==> src/rtl/regwr_arbiter.sv <==
// Round-robin arbiter merging the ALU result path (A) and load path (B) onto
// the single write port of the 16-entry register group.
module regwr_arbiter #(
  parameter int unsigned DATA_WIDTH = 8,
  parameter int unsigned IDX_WIDTH  = 8
) (
  input  logic                  clk,
  input  logic                  rst,
  input  logic                  stall,
  input  logic                  a_valid,
  input  logic [IDX_WIDTH-1:0]  a_ind,
  input  logic [DATA_WIDTH-1:0] a_data,
  output logic                  a_ready,
  input  logic                  b_valid,
  input  logic [IDX_WIDTH-1:0]  b_ind,
  input  logic [DATA_WIDTH-1:0] b_data,
  output logic                  b_ready,
  output logic                  wr_en,
  output logic [IDX_WIDTH-1:0]  wr_ind,
  output logic [DATA_WIDTH-1:0] wr_data,
  output logic                  idx_err,
  input  logic                  err_clr
);

  localparam int unsigned SEL_WIDTH = 4;

  typedef enum logic {
    LAST_A = 1'b0,
    LAST_B = 1'b1
  } last_e;

  typedef struct packed {
    logic [IDX_WIDTH-1:0]  ind;
    logic [DATA_WIDTH-1:0] data;
  } wr_req_t;

  last_e                 last_q, last_d;
  logic                  grant_a, grant_b;
  wr_req_t               sel_req;
  logic                  sel_oor;
  logic                  wr_en_d;
  logic [IDX_WIDTH-1:0]  wr_ind_d;
  logic [DATA_WIDTH-1:0] wr_data_d;
  logic                  idx_err_d;

  // Grant decision: never depends on the requesters' payload, only on valid and pointer
  always_comb begin
    grant_a = 1'b0;
    grant_b = 1'b0;
    if (rst && !stall) begin
      if (a_valid && b_valid) begin
        if (last_q == LAST_B) grant_a = 1'b1;
        else                  grant_b = 1'b1;
      end else begin
        grant_a = a_valid;
        grant_b = b_valid;
      end
    end
  end

  assign a_ready = grant_a;
  assign b_ready = grant_b;

  // Payload of whichever requester was granted
  always_comb begin
    sel_req.ind  = b_ind;
    sel_req.data = b_data;
    if (grant_a) begin
      sel_req.ind  = a_ind;
      sel_req.data = a_data;
    end
    sel_oor = (sel_req.ind >> SEL_WIDTH) != IDX_WIDTH'(0);
  end

  // Next-state: pointer, write port and sticky error
  always_comb begin
    last_d    = last_q;
    wr_en_d   = 1'b0;
    wr_ind_d  = wr_ind;
    wr_data_d = wr_data;
    idx_err_d = idx_err;
    if (err_clr) idx_err_d = 1'b0;
    if (grant_a || grant_b) begin
      last_d    = grant_a ? LAST_A : LAST_B;
      wr_ind_d  = sel_req.ind;
      wr_data_d = sel_req.data;
      // An out-of-range index is dropped from the decoder and flagged; set beats clear
      if (sel_oor) idx_err_d = 1'b1;
      else         wr_en_d   = 1'b1;
    end
  end

  always_ff @(posedge clk) begin
    if (!rst) begin
      last_q  <= LAST_B;
      wr_en   <= 1'b0;
      wr_ind  <= '0;
      wr_data <= '0;
      idx_err <= 1'b0;
    end else begin
      last_q  <= last_d;
      wr_en   <= wr_en_d;
      wr_ind  <= wr_ind_d;
      wr_data <= wr_data_d;
      idx_err <= idx_err_d;
    end
  end

endmodule

==> config.mk <==
export PLATFORM = sky130hd
export DESIGN_NAME = regwr_arbiter
export DESIGN_NICKNAME = d
export VERILOG_FILES = /design/src/rtl/regwr_arbiter.sv
export SDC_FILE = /design/constraint.sdc
export NUM_CORES = 1
export LEC_CHECK = 0
export ABC_CLOCK_PERIOD_IN_PS = 1540
export CAP_MARGIN = 10
export CORE_UTILIZATION = 35
export CTS_CLUSTER_DIAMETER = 50
export DETAILED_ROUTE_END_ITERATION = 10
export GPL_TIMING_DRIVEN = 0
export HOLD_SLACK_MARGIN = 0.06
export PLACE_DENSITY = 0.81
export RECOVER_POWER = 100
export SLEW_MARGIN = 10
export SYNTH_ARGS = -nofsm -noshare
export SYNTH_HDL_FRONTEND = slang
export SYNTH_SLANG_ARGS = --single-unit
==> constraint.sdc <==
create_clock -name clk -period 1.54 [get_ports clk]
set_input_delay 0.231 -clock clk [delete_from_list [all_inputs] [get_ports clk]]
set_output_delay 0.231 -clock clk [all_outputs]
set_load 0.01 [all_outputs]
After elaboration in Yosys (flattened, before gate mapping) --
Cells that the tools add are included.
Storage, ports and cells: register bits 19, bits of input ports 38, output and inout port bits 20, word-level logic and storage cells 23
Cells by class: muxes and demuxes 12, reductions and logical operators 6
Operators by type and width (number):
- 16-bit 2-to-1 mux | 1
- 1-bit 2-to-1 mux | 11
- 8-bit nonzero test | 1
- 1-bit logical AND | 2
- 2-bit AND reduction | 1
- 1-bit zero test | 1
- 1-bit logical OR | 1

Depth between registers and ports, before layout --
word-level depth 7, mapped depth 6

Worst setup path after synthesis --
No wires, ideal clock.
path type reg2reg, start register last_q, end register wr_data[4], arrival 1.204 ns, data required time 1.451 ns, setup slack 0.247 ns, stages on the path, launching flop included 6, period minus slack after synthesis 1.293 ns, path through dfxtp_1 nand2b_1 buf_2 buf_1 nand3_1 a311oi_2
Between the ends: word-level cells in the longest chain between the ends 4
Ends and longest elaborated chain:
- start: declaration | line 37 | last_e last_q, last_d;
- start signal: assignment | line 101 | last_q <= last_d;
- 1-bit 2-to-1 mux | line 52 | if (last_q == LAST_B) grant_a = 1'b1;
- 1-bit 2-to-1 mux | line 51 | if (a_valid && b_valid) begin
- 1-bit 2-to-1 mux | line 50 | if (rst && !stall) begin
- 16-bit 2-to-1 mux / 1-bit logical OR (equally long branches) | line 68, 83
- end signal: assignment | line 104 | wr_data <= wr_data_d;
- end: declaration | line 20 | output logic [DATA_WIDTH-1:0] wr_data,
Parallel ways exist; a longest one is shown, timed or not. A chain may end at the register's enable or synchronous reset.

Final worst setup path --
start register wr_data[4], end output port wr_data[4]
No word-level cell between the ends.

==> impl_metrics.yaml <==
status:
  status: "completed"
routing:
  first_iter_violations: 50
  vias_per_cell: 5.69
  routedWlPerCell_um: 15.6
  drc: 0
  routed_wl_um: 3320
  ant_nets: 0
  vias: 1213
  drtPass1Iterations: 4
worst_setup_path:
  cp_max_fo: 2
  max_stage_delay_ns: 0.61
  r2r_start: "last_q"
  arrival_ns: 1.25
  cp.required_ns: 1.31
  crit_type: "reg -> out"
  worstPathBufferInverterCount: 1
  start_kind: "flip-flop"
  worstPathCellList: "dlygate4sd3_1"
  path_delay_family: "buffers and inverters"
  end_kind: "primary output"
  startpoint: "wr_data[4]"
  slowest_stage: "dlygate4sd3_1"
floorplan:
  start_util_pct: 37.4
  rows: 19
  die_w_um: 56.5
  die_h_um: 56.5
  io-pin-count: 58
  core_region_area_um2: 2780
  die-area_um2: 3200
timing:
  finalMaxSlewViolations: 0
  min_period_over_period_pct: 96.4
  fin_setup_tns_ns: 0
  rsz0062_at_grt: "false"
  min_period_ns: 1.48
  worst_pin_slew_ns: 0.668
  hold_violations: 0
  max_clock_freq_mhz: 674
  setup_viol: 0
  clock_skew_ns: 0.00250
  slew_headroom_pct: 55.5
logic_synthesis:
  syn_area_um2: 1040
  yosys_register_bits: 19
  yosysWarnings: 0
  yosysUniqueCellTypes: 26
  syn_nets: 157
  ys_seq_area_share_pct: 36.5
  postSynthCellCount: 119
  syn_area_per_cell_um2: 8.75
power_and_ir_drop:
  finalPower_mw: 1.14
  p_leak_nw: 0.599
  vdd_drop_max_mv: 0.581
  powerDensity_nw_per_um2: 674
clock_network:
  insertion_delay_ns: 0.30
  numClockSinks: 19
  cts_buffers: 3
  cts_tree: "done"
  h-tree-depth: 1
  clockBufferDepth: 2
  cts-root-buf: "clkbuf_4"
  hold_buffers: 0
  clk_pin_slew_worst_paths_ns: 0.11
cells_and_area:
  diodes: 0
  fill_cells: 231
  fin_nets: 221
  finalInstanceArea_um2: 1700
  syn2layout_area_growth_pct: 63.1
  drive_gt1_share_pct: 17.0
grt:
  antenna_found_initial: 0
  grt_pass1_vias: 1232
  grt_pass1_wl_um: 5220
  grt_max_degree: 19
  grt.overflow.total: 0
  grtUsageTotal_pct: 20.8
hold_path:
  hold_class: "in -> reg"
  hold_start: "rst"
place:
  placed_area_um2: 1650
  dp_hpwl_um: 2480
  portBuffers: 57
  place.gp.congestion: 0.915
run:
  cap_violations: 0
where the power goes:
group | switching (mW) | internal, mW
clock network | 0.158 | 0.101
registers | 0.0180 | 0.523
logic | 0.147 | 0.198
registers in the layout (all words and copies together), names as in the netlist:
signal and count:
wr_ind 8, last_q 1, wr_data 8, idx_err 1
wr_en 1
metal layers:
layer  GRT usage [%]  vias up  share of wire, %
li1                -      582                 -
met5               0        -                 0
met2            35.6       61                49
met3            6.22       10               9.6
met1            23.5      560                39
met4            9.41        0               2.7
worst register-to-register path, delay by kind of cell (launching register included):
kind,cells,cell delay [ns]
and+or+nand+nor,1,0.12
buffers and inverters,2,0.41
DFF,1,0.35
AOI/OAI and AO/OA,2,0.47
worst paths after layout:
| check | slack (ns) | cells after the start | to |
|---|---|---|---|
| worst max-delay path | 0.06 | 1 | wr_data[4] |
| worst min-delay path | 0.28 | 2 | last_q |
| worst min register to register | 0.53 | 2 | wr_data[3] |
| worst max register to register | 0.11 | 5 | wr_ind[7] |
stage by stage:
step / utilization, % / hold WS [ns] / setup WS, ns / cells
5_1_grt: 61.0 / 0.284 / 0.00988 / 213
4_1_cts: 61.5 / 0.274 / 0.00720 / 211
3_3_place_gp: 59.3 / 0.511 / -0.833 / 207
2_1_floorplan: - / 0.320 / 0.247 / 119
3_5_place_dp: 59.3 / 0.514 / -0.818 / 207
6_report: 61.0 / 0.275 / 0.0557 / 213
cell usage in the layout, fill, tap and decap left out, types with 3 or more instances in the layout:
| cell type | count |
|---|---|
| dlygate4sd3_1 | 3 |
| clkbuf_4 | 4 |
| a21oi_1 | 17 |
| clkdlybuf4s50_1 | 48 |
| dfxtp_1 | 19 |
| o21ai_0 | 18 |
| buf_2 | 3 |
| nand3_1 | 17 |
| a311oi_1 | 7 |
| a311oi_2 | 9 |
| clkbuf_2 | 4 |
| buf_4 | 5 |
kinds of logic (layout without fill, tap and decap cells):
logic type | after synthesis | count (layout) | share of synthesized area (%)
AOI/OAI and AO/OA | 54 | 54 | 38.0
and+or+nand+nor | 30 | 30 | 15.6
DFF | 19 | 19 | 36.5
buffers and inverters | 16 | 79 | 9.85
final cells by class:
type	instances	area [µm²]	area share, %
timing repair buffer	61	596	35.1
multi-input combinational	84	558	32.9
sequential	19	380	22.4
buffer	12	91.3	5.38
tap	31	38.8	2.28
clock buffer	4	26.3	1.55
inverter	2	7.51	0.442
Yosys cell counts:
| library cell | instances | area (µm²) |
|---|---|---|
| a311oi_1 | 7 | 61.3 |
| a31o_1 | 1 | 8.76 |
| dfxtp_1 | 19 | 380 |
| o211ai_1 | 1 | 7.51 |
| o21ai_0 | 18 | 90.1 |
| and3b_1 | 1 | 8.76 |
| a21boi_0 | 1 | 7.51 |
| buf_4 | 1 | 7.51 |
| nand3_1 | 17 | 85.1 |
| buf_1 | 1 | 3.75 |
| buf_12 | 1 | 20.0 |
| a21oi_1 | 17 | 85.1 |
| nand2b_1 | 1 | 6.26 |
| nor2b_1 | 2 | 12.5 |
| nand2_1 | 2 | 7.51 |
| nor4_1 | 2 | 12.5 |
| nand3b_1 | 1 | 7.51 |
| clkbuf_1 | 3 | 11.3 |
| nor2_1 | 2 | 7.51 |
| and2_4 | 1 | 8.76 |
| buf_6 | 2 | 22.5 |
| or2_1 | 1 | 6.26 |
| a311oi_2 | 9 | 135 |
| clkbuf_2 | 1 | 5.00 |
| inv_1 | 2 | 7.51 |
| buf_2 | 5 | 25.0 |
timing repair:
action,CTS,global route
pin swaps,1,0
buffers inserted,2,2
resized for setup,22,2
endpoints found under the setup margin,11,7
gates cloned,0,0
No activity file was read; power rests on OpenSTA's default activity.
==> edit 1 (config.mk and constraints unchanged) <==
Make the reset (`rst`) asynchronous in one clocked block.
--- a/src/rtl/regwr_arbiter.sv
+++ b/src/rtl/regwr_arbiter.sv
@@ -90,7 +90,7 @@
     end
   end
 
-  always_ff @(posedge clk) begin
+  always_ff @(posedge clk or negedge rst) begin
     if (!rst) begin
       last_q  <= LAST_B;
       wr_en   <= 1'b0;
Function: differs if rst is asserted again (counterexample within 4 cycles, from zero or initial values and one cycle with rst low); with rst held inactive, the same outputs for 10 cycles.
==> edit 1 against the unedited design <==
Clock power is 3% lower. Sequential share of layout area increased by 5.8 points. The flow now finishes with violations (DRC). Synthesized cell count shrank 8.4%. Routed wire length fell by 3.3%. Critical path depth up 3. Worst setup slack got worse by 48 ps. Critical endpoint is now a_ready. Synthesized area up 3.1%. Total power grew 24%. Hold slack better by 62 ps. Largest power group unchanged. Combinational power is 55% higher. Cell area shrank 0.30%. Final cell count shrank 4.7%. Sequential cell count is the same.
==> edit 1: results (changes against the unedited design) <==
cts:
  clock_path_buffers: 2  # unchanged
  cts_root_buf: "clkbuf_4"
  insertion_delay_ps: 290
critical_path:
  worst-r2r-setup-slack_ps: 110  # about the same
  cp_max_fo: 3  # +1
  rr_endpoint: "wr_ind[0]"
  startpoint: "last_q"
  ff2ff_path_depth: 5  # unchanged
  critical_path_arrival_ps: 1300  # +50 ps
power:
  leakagePower_nw: 0.714  # +19%
  peakVddDrop_mv: 0.384  # -34%
synth:
  ys_top_cells_by_area: "dfrtp_1 42%, o311ai_2 14%, nand3_1 7.9%, o21ai_0 7.5%, o311ai_1 6.5%"
  ys_async_sr_fraction_pct: 100  # +100 points
  synthTopCellsByCount: "18 x dfrtp_1, 17 x nand3_1, 16 x inv_1, 16 x o21ai_0, 9 x o311ai_2"
  syn_nets: 147  # -6.4%
  synth_area_per_cell_um2: 9.85  # +13%
  synth_edf_count: 0  # unchanged
  seq_area_frac_synth_pct: 44.4  # +7.9 points
  netlist-cell-type-count: 23  # -12%
placed_design:
  place_area_um2: 1680  # +2.0%
  dp.cells: 197  # -4.8%
  gp_congestion: 0.883  # -3.5%
  place_hpwl_um: 2320  # -6.5%
  port_buffers: 57  # unchanged
min_path:
  hp-start: "stall"
  hold_end: "last_q"
  holdPathStages: 4  # +2
finish:
  fin_nets: 211  # -4.5%
  utilization_pct: 59.8  # -1.2 points
  diodes: 0  # unchanged
  n_fill_cell: 253  # +9.5%
  layout-drive-gt1-share_pct: 12.2  # -4.8 points
routing:
  drt_pass1_iterations: 7  # +3
  drc: 7  # +7
  wire_per_inst_um: 15.8  # +1.4%
  viasPerCell: 5.45  # -4.3%
  wirelength_um: 3210  # -3.3%
  first_iter_violations: 57  # +14%
outcome:
  violations: "DRC"
  outcome: "complete, but fails checks"
global_routing:
  antenna_found_initial: 0  # unchanged
  grt_start_max_net_pins: 20  # +1
  grt_pass1_vias: 1105  # -10%
  grt_usage_pct: 20.7  # -0.10 points
  grt_pass1_wl_um: 5300  # +1.6%
timing:
  finalClockSkew_ps: 3.27  # +0.764 ps
  worst_pin_slew_ps: 859  # +190 ps
[edit 1: cell types whose count changed in the layout (fill, tap and decap cells not counted), sizes merged, moves of 4 or more]
| cell | unedited run | this run |
|---|---|---|
| a311oi | 16 | 0 |
| dfxtp | 19 | 0 |
| o311ai | 0 | 17 |
| a21oi | 17 | 2 |
| clkbuf | 11 | 7 |
| inv | 2 | 16 |
| dfrtp | 0 | 18 |
[edit 1: logic make-up (layout without fill, tap and decap cells)]
| group | Yosys count | after routing | share of synthesized area (%) |
|---|---|---|---|
| mux | 1 | 1 | 0.932 |
| compound gates | 36 | 36 | 29.0 |
| simple gates | 28 | 28 | 14.6 |
| flops | 19 | 19 | 44.4 |
| buf+inv | 25 | 88 | 11.1 |
[edit 1: area by class of cell]
type / count / share of cell area, %
Clock inverter: 1 / 0.296
Sequential cell: 19 / 28.2
Buffer: 6 / 2.07
Tap cell: 31 / 2.29
Multi-Input combinational cell: 65 / 26.3
Inverter: 16 / 3.55
Clock buffer: 3 / 1.33
Timing Repair Buffer: 62 / 36.0
[edit 1: how the worst max path moves through the flow]
stage	to	slack, ps	cells after the start
2_1_floorplan	wr_data[4]	150	6
3_3_place_gp	a_ready	-1310	6
3_5_place_dp	a_ready	-1350	6
4_1_cts	a_ready	-90	5
5_1_grt	a_ready	-30	4
6_report	a_ready	8	4
[edit 1: through the flow]
step | hold slack [ps] | TNS [ps] | setup WS (ps)
after floorplan | -64.6 | 0 | 153
after global placement | 478 | -19850 | -1310
final | 337 | 0 | 8.20
after CTS | 374 | -86.2 | -86.2
after global routing | 340 | -28.8 | -28.8
after detailed placement | 489 | -21110 | -1350
[edit 1: critical path, cell delays in order (launching register included)]
cell and delay [ps]:
dfstp_2 550, nand2b_4 110, buf_6 90, and2_4 160, buf_6 100
[edit 1: timing repair]
item / in CTS / in global routing
hold endpoints to repair: 19 / 0
gates cloned: 0 / 0
setup endpoints to repair: 21 / 12
setup buffers: 4 / 0
gates resized for setup: 21 / 6
hold buffers: 1 / 0
[edit 1: report_power, final]
group | internal, mW | switching, mW | leakage, nW
logic | 0.316 | 0.218 | 0.467
registers | 0.589 | 0.0464 | 0.229
clock network | 0.0966 | 0.155 | 0.0177
total | 1.00 | 0.420 | 0.714
[edit 1: metal layers]
layer	vias to the layer above	global-route usage, %	share of wire, %
met1	522	27.5	42
met2	55	33.2	48
met5	-	0	0
met3	4	4.54	8.5
li1	525	-	-
met4	0	7.32	1.1
==> edit 2 (config.mk and constraints unchanged) <==
Without the edit above. `IDX_WIDTH`: 8 -> 7.
--- a/src/rtl/regwr_arbiter.sv
+++ b/src/rtl/regwr_arbiter.sv
@@ -2,7 +2,7 @@
 // the single write port of the 16-entry register group.
 module regwr_arbiter #(
   parameter int unsigned DATA_WIDTH = 8,
-  parameter int unsigned IDX_WIDTH  = 8
+  parameter int unsigned IDX_WIDTH  = 7
 ) (
   input  logic                  clk,
   input  logic                  rst,
Interface: changed (resized a_ind, b_ind and wr_ind); port bits go from 58 to 55. No check against the original RTL was run, so the function may have changed too.
==> edit 2 against the unedited design <==
Via count rose by 1.1%. Core utilization rose by 1.0 points. Synthesized area fell by 3.4%. First-iteration DRC count fell by 42%. Non-clock buffer count rose by 1. Worst setup slack improved by 5.0 ps. Sequential cell count fell by 1. Total power rose by 0.42%. Sequential share of layout area fell by 0.94 points. Routed wire length rose by 1.1%. Die area fell by 3.2%. Cell area barely moved. Clock skew rose by 6.1 ps. Count of clock-buffer cells in the layout did not move. Critical path type is now primary input to output pin.
==> edit 2: results (changes against the unedited design) <==
cts:
  cts_buffers: 3  # unchanged
  insertion_delay_ps: 300  # about the same
  clock_path_buffers: 2  # unchanged
  clk_pin_slew_worst_paths_ps: 100
  cts_root_buf: "clkbuf_4"
  h-tree-depth: 1  # unchanged
finish:
  layout-drive-gt1-share_pct: 18.8  # +1.7 points
  diodes: 0  # unchanged
  reg_top3: "wr_data: 8 flops, wr_ind: 7 flops"
  fin_nets: 213  # -3.6%
placed_design:
  dp.cells: 196  # -5.3%
  post-place-ws_ps: -701  # +117 ps
  port_buffers: 53  # -7.0%
  place_hpwl_um: 2300  # -7.1%
  gp_congestion: 0.805  # -12%
global_routing:
  grtUsageMet2_pct: 38.7  # +3.1 points
  use_met3_pct: 6.51  # +0.29 points
  grt_usage_pct: 21.9  # +1.1 points
  overflow: 0  # unchanged
  grt_start_max_net_pins: 11  # -8
  antenna_found_initial: 0  # unchanged
  grt_pass1_wl_um: 5530  # +6.1%
  met1_usage_pct: 24.3  # +0.87 points
power:
  peakVddDrop_mv: 0.537  # -7.6%
  leakagePower_nw: 0.611  # +2.0%
routing:
  wirelength_um: 3350  # +1.1%
  first_iter_violations: 29  # -42%
  viasPerCell: 5.92  # +4.0%
  vias: 1226  # +1.1%
  drt_pass1_iterations: 4  # unchanged
synth:
  netlist_instances: 112  # -5.9%
  synthTopCellsByCount: "18 x dfxtp_1, 16 x a21oi_1, 16 x nor3_1, 15 x a2111oi_0, 13 x nor4b_1"
  syn_nets: 148  # -5.7%
  seq_area_frac_synth_pct: 35.8  # -0.72 points
  netlist-cell-type-count: 24  # -7.7%
  ys_top_cells_by_area: "dfxtp_1 36%, a2111oi_0 13%, nor4b_1 11%, a21oi_1 8.0%, nor3_1 8.0%"
  synth_warnings: 0  # unchanged
  ys_async_sr_fraction_pct: 0  # unchanged
timing:
  relSlewSlack_pct: 65.5  # +10 points
  setup_violations: 0  # unchanged
  finalClockSkew_ps: 8.65  # +6.15 ps
outcome:
  outcome: "completed"
min_path:
  hold_path_class: "primary input to register"
critical_path:
  cp_max_fo: 10  # +8
  critical_path_arrival_ps: 1250  # about the same
edit 2: final cells by class:
class / count / area, µm²
Fill cell: 255 / 1040
Clock buffer: 4 / 36.3
Inverter: 2 / 7.51
Timing Repair Buffer: 62 / 586
Buffer: 12 / 95.1
Sequential cell: 18 / 364
Multi-Input combinational cell: 78 / 569
Tap cell: 31 / 38.8
edit 2: report_power, final:
part | internal [mW] | total, mW | switching (mW)
Combinational | 0.197 | 0.336 | 0.139
Clock | 0.144 | 0.300 | 0.156
Sequential | 0.496 | 0.513 | 0.0177
Total | 0.837 | 1.15 | 0.312
edit 2: critical path, cell delays in order:
cell and delay, ps:
dlygate4sd2_1 280, nand2b_4 190, buf_2 190, a211oi_2 190, clkbuf_2 170
edit 2: metrics by stage:
| step | util, % | total power [mW] | setup TNS (ps) | cell area, µm² | hold slack, ps |
|---|---|---|---|---|---|
| 2_1_floorplan | - | 0.655 | 0 | 1010 | 374 |
| 3_3_place_gp | 57.6 | 0.828 | -4110 | 1580 | 501 |
| 3_5_place_dp | 57.6 | 0.835 | -4800 | 1580 | 508 |
| 4_1_cts | 60.4 | 1.14 | 0 | 1650 | 426 |
| 5_1_grt | 62.1 | 1.20 | 0 | 1700 | 442 |
| 6_report | 62.1 | 1.15 | 0 | 1700 | 424 |
edit 2: cells by family (layout without fill, tap and decap cells):
group	Yosys count	in the layout	share of synthesized area, %
flip-flops	18	18	35.8
AND/OR/NAND/NOR	41	41	29.6
AO/OA/AOI/OAI	37	37	25.3
buffers and inverters	16	80	9.33
edit 2: timing repair:
action / 4_1_cts / 5_1_grt
hold endpoints to repair: 0 / 0
gates cloned: 0 / 0
gates resized for setup: 20 / 8
buffers inserted: 3 / 6
endpoints found under the setup margin: 4 / 3
pin swaps: 0 / 1
edit 2: path summary, 6_finish.rpt:
kind              startpoint   endpoint  cells past startpoint  slack (ps)
setup / recovery       stall    b_ready                      5          60
hold / removal         stall     last_q                      2         420
hold reg to reg    wr_ind[4]  wr_ind[4]                      2         530
setup reg to reg      last_q    idx_err                      5         130
edit 2: layer usage:
layer	vias to the layer above	wire length (µm)
met5	-	0
met4	0	69
met3	10	281
met2	55	1650
met1	588	1350
li1	573	-
